===== config.mk =====
export PLATFORM = sky130hd
export DESIGN_NAME = pulse_decoder
export DESIGN_NICKNAME = d
export VERILOG_FILES = /design/src/rtl/pulse_decoder.sv
export SDC_FILE = /design/constraint.sdc
export NUM_CORES = 1
export LEC_CHECK = 0
export ABC_AREA = 1
export CORE_MARGIN = 10
export CORE_UTILIZATION = 40
export DETAILED_ROUTE_END_ITERATION = 8
export PLACE_DENSITY = 0.63
export SETUP_SLACK_MARGIN = 0.3
export SLEW_MARGIN = 20
export SYNTH_ARGS = -nofsm -noshare
export SYNTH_HDL_FRONTEND = slang
export SYNTH_SLANG_ARGS = --single-unit

===== constraint.sdc =====
create_clock -name sysclk -period 2.1 [get_ports sysclk]
set_input_delay 0.63 -clock sysclk [delete_from_list [all_inputs] [get_ports sysclk]]
set_output_delay 0.63 -clock sysclk [all_outputs]
set_load 0.01 [all_outputs]

===== src/rtl/pulse_decoder.sv =====
// rtl/pulse_decoder.sv - six-channel step/direction pulse decoder with position, idle and limit tracking
module pulse_decoder #(
  parameter int MIN_LOW = 10,
  parameter int IDLE_TO = 200,
  parameter int POS_W   = 12
) (
  input  logic             sysclk,
  input  logic             rst_n,
  input  logic [5:0]       PU,
  input  logic [5:0]       DR,
  input  logic [5:0]       MF,
  input  logic [5:0]       Stop,
  input  logic             Clr,
  input  logic [2:0]       Sel,
  output logic [POS_W-1:0] Pos,
  output logic [5:0]       Moving,
  output logic [5:0]       Done,
  output logic [5:0]       Homed,
  output logic [5:0]       Glitch,
  output logic [5:0]       Ovf
);

  localparam int IW = $clog2(IDLE_TO + 1);
  localparam logic [POS_W-1:0] POS_MAX   = {1'b0, {(POS_W-1){1'b1}}};
  localparam logic [POS_W-1:0] POS_MIN   = {1'b1, {(POS_W-1){1'b0}}};
  localparam logic [7:0]       MIN_W     = 8'(MIN_LOW);
  localparam logic [IW-1:0]    IDLE_LAST = IW'(IDLE_TO - 1);

  typedef enum logic {S_HIGH, S_LOW} state_e;

  logic [5:0] pu_s1_q, pu_s2_q, dr_s1_q, dr_s2_q, mf_s1_q, mf_s2_q;
  logic [5:0] stop_s1_q, stop_s2_q, stop_prev_q;
  logic [1:0] settle_q;
  logic [5:0] armed_q;
  state_e     state_q [6];
  logic [7:0] width_q [6];
  logic [IW-1:0]    idle_q [6];
  logic [POS_W-1:0] pos_q  [6];
  logic [POS_W-1:0] pos_d  [6];
  logic [POS_W-1:0] pos_out_q;
  logic [5:0] moving_q, done_q, homed_q, glitch_q, ovf_q;

  logic [5:0] pu_fall, pu_rise, accept, ovf_hit, glitch_hit, stop_rel;

  // A falling edge only counts once the channel has seen a real synchronized
  // high since reset, so a PU held low across reset release is ignored.
  always_comb begin
    for (int i = 0; i < 6; i++) begin
      pu_fall[i]    = (state_q[i] == S_HIGH) && !pu_s2_q[i] && armed_q[i];
      pu_rise[i]    = (state_q[i] == S_LOW) && pu_s2_q[i];
      accept[i]     = pu_rise[i] && (width_q[i] >= MIN_W) && mf_s2_q[i];
      glitch_hit[i] = pu_rise[i] && (width_q[i] < MIN_W);
      ovf_hit[i]    = accept[i] && (dr_s2_q[i] ? (pos_q[i] == POS_MAX) : (pos_q[i] == POS_MIN));
      stop_rel[i]   = stop_prev_q[i] && !stop_s2_q[i];
      pos_d[i]      = pos_q[i];
      if (stop_rel[i])
        pos_d[i] = '0;
      else if (accept[i] && !ovf_hit[i])
        pos_d[i] = dr_s2_q[i] ? pos_q[i] + 1'b1 : pos_q[i] - 1'b1;
    end
  end

  always_ff @(posedge sysclk or negedge rst_n) begin
    if (!rst_n) begin
      pu_s1_q     <= '1;
      pu_s2_q     <= '1;
      dr_s1_q     <= '0;
      dr_s2_q     <= '0;
      mf_s1_q     <= '0;
      mf_s2_q     <= '0;
      stop_s1_q   <= '0;
      stop_s2_q   <= '0;
      stop_prev_q <= '0;
      settle_q    <= '0;
      armed_q     <= '0;
      pos_out_q   <= '0;
      moving_q    <= '0;
      done_q      <= '0;
      homed_q     <= '0;
      glitch_q    <= '0;
      ovf_q       <= '0;
      for (int i = 0; i < 6; i++) begin
        state_q[i] <= S_HIGH;
        width_q[i] <= '0;
        idle_q[i]  <= '0;
        pos_q[i]   <= '0;
      end
    end else begin
      pu_s1_q     <= PU;
      pu_s2_q     <= pu_s1_q;
      dr_s1_q     <= DR;
      dr_s2_q     <= dr_s1_q;
      mf_s1_q     <= MF;
      mf_s2_q     <= mf_s1_q;
      stop_s1_q   <= Stop;
      stop_s2_q   <= stop_s1_q;
      stop_prev_q <= stop_s2_q;
      settle_q    <= {settle_q[0], 1'b1};
      for (int i = 0; i < 6; i++) begin
        if (settle_q[1] && pu_s2_q[i])
          armed_q[i] <= 1'b1;
        case (state_q[i])
          S_HIGH: if (pu_fall[i]) begin
            state_q[i] <= S_LOW;
            width_q[i] <= 8'd1;
          end
          S_LOW: begin
            if (pu_rise[i])
              state_q[i] <= S_HIGH;
            else if (width_q[i] != 8'hFF)
              width_q[i] <= width_q[i] + 8'd1;
          end
          default: state_q[i] <= S_HIGH;
        endcase
        pos_q[i] <= pos_d[i];
        if (stop_rel[i])
          homed_q[i] <= 1'b1;
        if (accept[i]) begin
          idle_q[i]   <= '0;
          moving_q[i] <= 1'b1;
          done_q[i]   <= 1'b0;
        end else if (moving_q[i] && idle_q[i] == IDLE_LAST) begin
          moving_q[i] <= 1'b0;
          done_q[i]   <= 1'b1;
        end else begin
          done_q[i] <= 1'b0;
          if (moving_q[i])
            idle_q[i] <= idle_q[i] + 1'b1;
        end
        if (glitch_hit[i])
          glitch_q[i] <= 1'b1;
        else if (Clr)
          glitch_q[i] <= 1'b0;
        if (ovf_hit[i])
          ovf_q[i] <= 1'b1;
        else if (Clr)
          ovf_q[i] <= 1'b0;
      end
      pos_out_q <= (Sel < 3'd6) ? pos_q[Sel] : '0;
    end
  end

  assign Pos    = pos_out_q;
  assign Moving = moving_q;
  assign Done   = done_q;
  assign Homed  = homed_q;
  assign Glitch = glitch_q;
  assign Ovf    = ovf_q;

endmodule

==> flow_summary.json, run 1 <==
{
  "status": "completed",
  "final_nets": 2472,
  "startpoint": "dr_s2_q[3]$_DFF_PN0_",
  "rsz0062_at_grt": "true",
  "viasPerCell": 5.089,
  "synthTopCellsByArea": "dfrtp_1 41%, nand2_1 14%, inv_1 6.6%, ha_1 6.0%, nand3_1 5.9%",
  "dieArea_um2": 49100,
  "synthMuxAreaShare": 0,
  "period_share": 0.8975,
  "routed_wirelength_um": 43760,
  "synthAdderAreaFrac": 0.06743,
  "core_area_um2": 39910,
  "clk_latency_ns": 0.55,
  "reg2reg_from": "dr_s2_q[3]$_DFF_PN0_",
  "cts_root_buffer": "clkbuf_16",
  "grt_pass1_vias": 14160,
  "drc": 0,
  "cp_max_fo": 6,
  "tns_ns": 0,
  "max_freq_ghz": 0.5306,
  "crit_path_end": "pos_q[32]$_DFFE_PN0P_",
  "synthSimpleGateAreaFrac": 0.3003,
  "hpwl_um": 29920,
  "ys_seq_area_frac": 0.4289,
  "final_cell_mix": "533 x nand2_1, 275 x inv_1, 262 x dfrtp_1",
  "slew-limit-headroom": 0.5613,
  "synthCells": 2150,
  "synth_area_leader_cell": "dfrtp_1",
  "synth_xor_xnor_area_share": 0.03664,
  "multi_input_area_um2": 9610,
  "avgRoutedWirePerCell_um": 15.04,
  "required_ns": 2.58,
  "worstRegToRegCells": 11,
  "vias": 14800,
  "layout_commonest_cell": "nand2_1",
  "antenna_found_initial": 0,
  "synthArstFlopShare": 1.000,
  "synthFlopType": "dfrtp_1",
  "pre_cts_ws_ns": 0.07581,
  "grt_max_degree": 54,
  "synth-edff-count": 0,
  "fin_ws_ns": 0.2153,
  "max_cap_violations": 0,
  "syn_nets": 2264,
  "grt_use_total": 0.1650,
  "start_util": 0.4073,
  "cts_made_buffers": 35,
  "cts.sinks": 278,
  "cts_tree": "built",
  "critical_path_class": "reg -> reg",
  "synth_top_area_frac": 0.4095,
  "tightest_slew_ns": 0.6557,
  "finalMaxSlewViolations": 0,
  "antenna_cells": 0,
  "synth_seq_cells": 278,
  "antenna_left": 0,
  "drive_above_1_share": 0.2143,
  "yosysWarnings": 0,
  "syn_area_um2": 16260,
  "fin_util": 0.5310,
  "area_delta_synth_final_pct": 30.39,
  "rrSetupSlack_ns": 0.22,
  "synth_compound_area_frac": 0.09121,
  "p_leak_uw": 0.01028,
  "cp-end-kind": "register",
  "syn_area_per_cell_um2": 7.561,
  "dieWidth_um": 221.6,
  "fillCellCount": 3558,
  "rows": 73,
  "hold_viol_final": 0,
  "ir_worst_vdd_mv": 0.5639,
  "drtIter0Drc": 1204,
  "io_pins": 72,
  "synth_top_family_by_area": "simple AND/OR/NAND/NOR gates",
  "seqCellArea_um2": 6977,
  "port_buffers": 71,
  "cp.arrival_ns": 2.36,
  "first_pass_iters": 6,
  "cts_htree_levels": 2,
  "grt_overflow": 0,
  "clockBufferDepth": 3,
  "clkSlewWorstSetupHoldPaths_ns": 0.06,
  "min_path_type": "in -> async",
  "cellPowerDensity_nw_per_um2": 700.5,
  "startpoint_type": "register",
  "ys_types": 42,
  "gp_congestion": 0.9329,
  "fin_skew_ns": 0.02066,
  "final-setup-viol-count": 0,
  "die_h_um": 221.6,
  "fin_crit_ns": 1.885,
  "grt_pass1_wl_um": 69290,
  "r2r-end": "pos_q[32]$_DFFE_PN0P_"
}
metrics by stage:
step	hold WS (ns)	total power (uW)	instance area (um^2)	instances
after detailed placement	0.3347	8420	17830	2758
after CTS	0.002993	14670	19970	2862
after floorplan	0.3312	7595	16270	2150
final	0.02124	14850	21200	2909
after global placement	0.3316	8356	17830	2758
after global routing	0.02884	15650	21200	2909
logic make-up (layout without fill, tap and decap cells):
| family | after synthesis | after routing |
|---|---|---|
| and+or+nand+nor | 1130 | 1133 |
| buffers and inverters | 318 | 549 |
| other | 1 | 1 |
| adders and majority gates | 84 | 84 |
| xor gates and xnor gates | 68 | 68 |
| AOI/OAI and AO/OA | 271 | 271 |
| DFF | 278 | 278 |
per-layer routing:
layer | vias to the layer above | part of all wire | GRT usage
li1 | 7387 | - | -
met1 | 7045 | 0.44 | 0.2115
met2 | 302 | 0.49 | 0.2813
met3 | 70 | 0.040 | 0.02716
met4 | 0 | 0.022 | 0.04417
met5 | - | 0 | 0
critical path, cell delays in order, from the launching register on:
cell and delay [ns]:
dfrtp_2 0.45, clkinv_4 0.14, ha_4 0.26, nand2_2 0.09, inv_1 0.06, nand2_1 0.09
nor2_2 0.05, nand2_2 0.13, nand2_8 0.11, nor2_4 0.25, nand3_2 0.09, nand2_1 0.08
where the power goes:
group	internal (uW)	switching [uW]	total [uW]
Combinational	1110	1600	2710
Clock	3600	2350	5950
Sequential	5770	417	6190
repair_timing:
item,CTS,global route
hold buffers,0,0
endpoints found under the setup margin,114,106
endpoints found under the hold margin,0,0
setup buffers,33,45
gates cloned,8,2
pin swaps,39,89
resized for setup,262,236
final cells by class:
cell class                 instances  share of cell area
sequential                       278              0.3292
multi-input combinational       1557              0.4534
tap                              525             0.03099
timing repair buffer             185             0.07450
timing repair inverter             4            0.001594
clock buffer                      51             0.04746
clock inverter                    12            0.007202
inverter                         297             0.05567
how the worst min path moves through the flow:
stage                                start                 endpoint  slack [ns]  cells after the start
floorplan                            rst_n        Done[0]$_DFF_PN0_        0.33                      0
global placement    stop_s1_q[5]$_DFF_PN0_   stop_s2_q[5]$_DFF_PN0_        0.33                      0
detailed placement  stop_s1_q[4]$_DFF_PN0_   stop_s2_q[4]$_DFF_PN0_        0.33                      0
CTS                                  rst_n  width_q[34]$_DFFE_PN0P_       0.003                      1
global route                         rst_n   armed_q[0]$_DFFE_PN0P_        0.03                      1
finish                               rst_n  width_q[34]$_DFFE_PN0P_        0.02                      1
flip-flops by register name, summed over array words and instances (netlist names):
register / count
Homed: 6
Pos: 12
armed_q: 6
dr_s1_q: 6
dr_s2_q: 6
state_q: 6
idle_q: 48
mf_s2_q: 6
Moving: 6
pu_s1_q: 6
width_q: 48
mf_s1_q: 6
stop_s1_q: 6
pos_q: 72
Done: 6
stop_s2_q: 6
Ovf: 6
pu_s2_q: 6
stop_prev_q: 6
Glitch: 6
settle_q: 2
cells in the mapped netlist, types with 5 or more instances:
| cell | instances |
|---|---|
| a21oi_1 | 65 |
| clkbuf_1 | 12 |
| dfrtp_1 | 266 |
| dfstp_2 | 12 |
| fa_1 | 6 |
| ha_1 | 78 |
| inv_1 | 287 |
| inv_2 | 8 |
| nand2_1 | 594 |
| nand2_2 | 11 |
| nand2_4 | 9 |
| nand3_1 | 192 |
| nand3b_1 | 10 |
| nand4_1 | 50 |
| nor2_1 | 208 |
| nor2_4 | 5 |
| nor3_1 | 34 |
| o211ai_1 | 11 |
| o21ai_0 | 144 |
| o21ai_1 | 7 |
| o21ai_2 | 8 |
| o21bai_1 | 13 |
| o22ai_1 | 15 |
| or2_2 | 10 |
| xnor2_1 | 18 |
| xor2_1 | 50 |
No activity file was read; power rests on OpenSTA's default activity.
==> run 2, diff against run 1 <==
Settings changed: ABC_CLOCK_PERIOD_IN_PS set to 2100.
==> results of run 2 <==
Final layout, timing and power as in run 1 (identical DEF).
==> run 3, diff against run 2 <==
Settings changed: MAX_ROUTING_LAYER set to met4.
==> flow_summary.json, run 3 (synthesized netlist as in run 1, its figures left out) <==
{
  "routed_wirelength_um": 42540,
  "cp-end-kind": "register",
  "cp_max_fo": 6,
  "swShare": 0.2894,
  "p_int_uw": 10470,
  "fin_crit_ns": 1.856,
  "viasPerCell": 5.046,
  "drc": 0,
  "ir_worst_vdd_mv": 0.5022,
  "cellPowerDensity_nw_per_um2": 704.0,
  "max_cap_violations": 0,
  "startpoint_type": "register",
  "clkPwrFrac": 0.402,
  "final_cell_mix": "540 x nand2_1, 272 x inv_1, 260 x dfrtp_1",
  "regMostFlops": "pos_q",
  "cts_htree_levels": 2,
  "grt_max_degree": 62,
  "grt_pass1_vias": 14010,
  "hpwl_um": 29760,
  "critical_path_class": "reg -> reg",
  "dieArea_um2": 49100,
  "core_area_um2": 39910,
  "grt_overflow": 0,
  "clockBufferDepth": 3,
  "tightest_slew_ns": 0.6824,
  "port_buffers": 71,
  "max_freq_ghz": 0.5388,
  "fin_hold_ws_ns": 0.04592,
  "finalPower_uw": 14730,
  "cts_tree": "built",
  "io_pins": 72,
  "fin_ws_ns": 0.2439,
  "power_frac_seq": 0.420,
  "antenna_left": 0,
  "vias": 14590,
  "p_leak_uw": 0.01017,
  "cts_made_buffers": 35,
  "drive_above_1_share": 0.2019,
  "clk_latency_ns": 0.54,
  "clkSlewWorstSetupHoldPaths_ns": 0.06,
  "pre_cts_ws_ns": 0.06430,
  "netSwitchingPower_uw": 4264,
  "antenna_cells": 0,
  "final-setup-viol-count": 0,
  "rows": 73,
  "die_h_um": 221.6,
  "finalMaxSlewViolations": 0,
  "layout_commonest_cell": "nand2_1",
  "cts_root_buffer": "clkbuf_16",
  "dieWidth_um": 221.6,
  "start_util": 0.4073,
  "grt_pass1_wl_um": 68360,
  "gp_congestion": 0.9292,
  "drtIter0Drc": 1154,
  "largest_reg_flops": 72,
  "antenna_found_initial": 0,
  "slew-limit-headroom": 0.5434,
  "cp.arrival_ns": 2.28,
  "largestRegisters": "pos_q x72, idle_q x48, width_q x48",
  "required_ns": 2.52,
  "area_delta_synth_final_pct": 28.74,
  "status": "completed",
  "pwr-share-comb": 0.178,
  "period_share": 0.8838,
  "grt_use_total": 0.1678,
  "fin_skew_ns": 0.01579,
  "tns_ns": 0,
  "min_path_type": "in -> async",
  "cts.sinks": 278,
  "hold_viol_final": 0,
  "first_pass_iters": 6,
  "rsz0062_at_grt": "true",
  "avgRoutedWirePerCell_um": 14.71,
  "final_nets": 2454
}
## run 3: cell types whose count changed in the layout (fill, tap and decap cells not counted), sizes merged
| cell | change |
|---|---|
| buf | -20 |
| inv | +4 |
| clkdlybuf4s15 | +3 |
| clkinv | -3 |
| clkinvlp | -2 |
| clkbuf | +1 |
## run 3: timing repair
item | CTS | global route
buffers inserted | 26 | 33
gates cloned | 6 | 3
resized for setup | 259 | 198
setup endpoints to repair | 112 | 97
pin swaps | 22 | 80
hold buffers | 0 | 0
## run 3: worst max-delay path: stages, from the launching register on
cell and delay, ns:
dfrtp_2 0.47, clkinv_4 0.14, ha_4 0.32, nand2_2 0.05, inv_2 0.07, nand3_2 0.08
nor2_2 0.12, nand2_2 0.11, nand2_8 0.16, nor2_4 0.08, nand3_2 0.07, nand2_1 0.06
## run 3: power groups by stage
stage          Sequential (uW)  Clock (uW)  Combinational, uW
2_1_floorplan             6160           0               1430
3_3_place_gp              6230           0               2140
3_5_place_dp              6250           0               2180
4_1_cts                   6170        6110               2350
5_1_grt                   6240        6310               2970
6_report                  6190        5930               2620
## run 3: path summary, 6_finish.rpt
| check | startpoint | endpoint | slack (ns) | cells past startpoint |
|---|---|---|---|---|
| max in group asynchronous | rst_n | dr_s2_q[0]$_DFF_PN0_ | 1.42 | 2 |
| min in group sysclk | mf_s1_q[2]$_DFF_PN0_ | mf_s2_q[2]$_DFF_PN0_ | 0.34 | 0 |
| max | dr_s2_q[3]$_DFF_PN0_ | pos_q[32]$_DFFE_PN0P_ | 0.24 | 11 |
| max reg2reg | dr_s2_q[3]$_DFF_PN0_ | pos_q[32]$_DFFE_PN0P_ | 0.24 | 11 |
| min reg2reg | mf_s1_q[2]$_DFF_PN0_ | mf_s2_q[2]$_DFF_PN0_ | 0.34 | 0 |
| min | rst_n | width_q[41]$_DFFE_PN0P_ | 0.05 | 1 |
## run 3: metal layers
layer,part of all wire,global-route usage
met4,0.022,0.05401
met5,0,-
met2,0.49,0.2752
met3,0.038,0.02557
met1,0.45,0.2087
## run 3: cell type report
| cell class | instances | area (um^2) |
|---|---|---|
| fillers | 3610 | 18990 |
| multi-input cells | 1557 | 9448 |
| flip-flops and latches | 278 | 6979 |
| repair buffers | 167 | 1481 |
| inverters | 297 | 1185 |
| clock buffers | 53 | 1025 |
| well taps | 525 | 656.9 |
| clock inverters | 11 | 120.1 |
| repair inverters | 4 | 32.53 |
## run 3: stage by stage
| stage | utilization | cells | cell area [um^2] |
|---|---|---|---|
| final | 0.5243 | 2892 | 20930 |
| after CTS | 0.4987 | 2856 | 19910 |
| after floorplan | - | 2150 | 16270 |
| after detailed placement | 0.4483 | 2760 | 17890 |
| after global routing | 0.5243 | 2892 | 20930 |
| after global placement | 0.4483 | 2760 | 17890 |
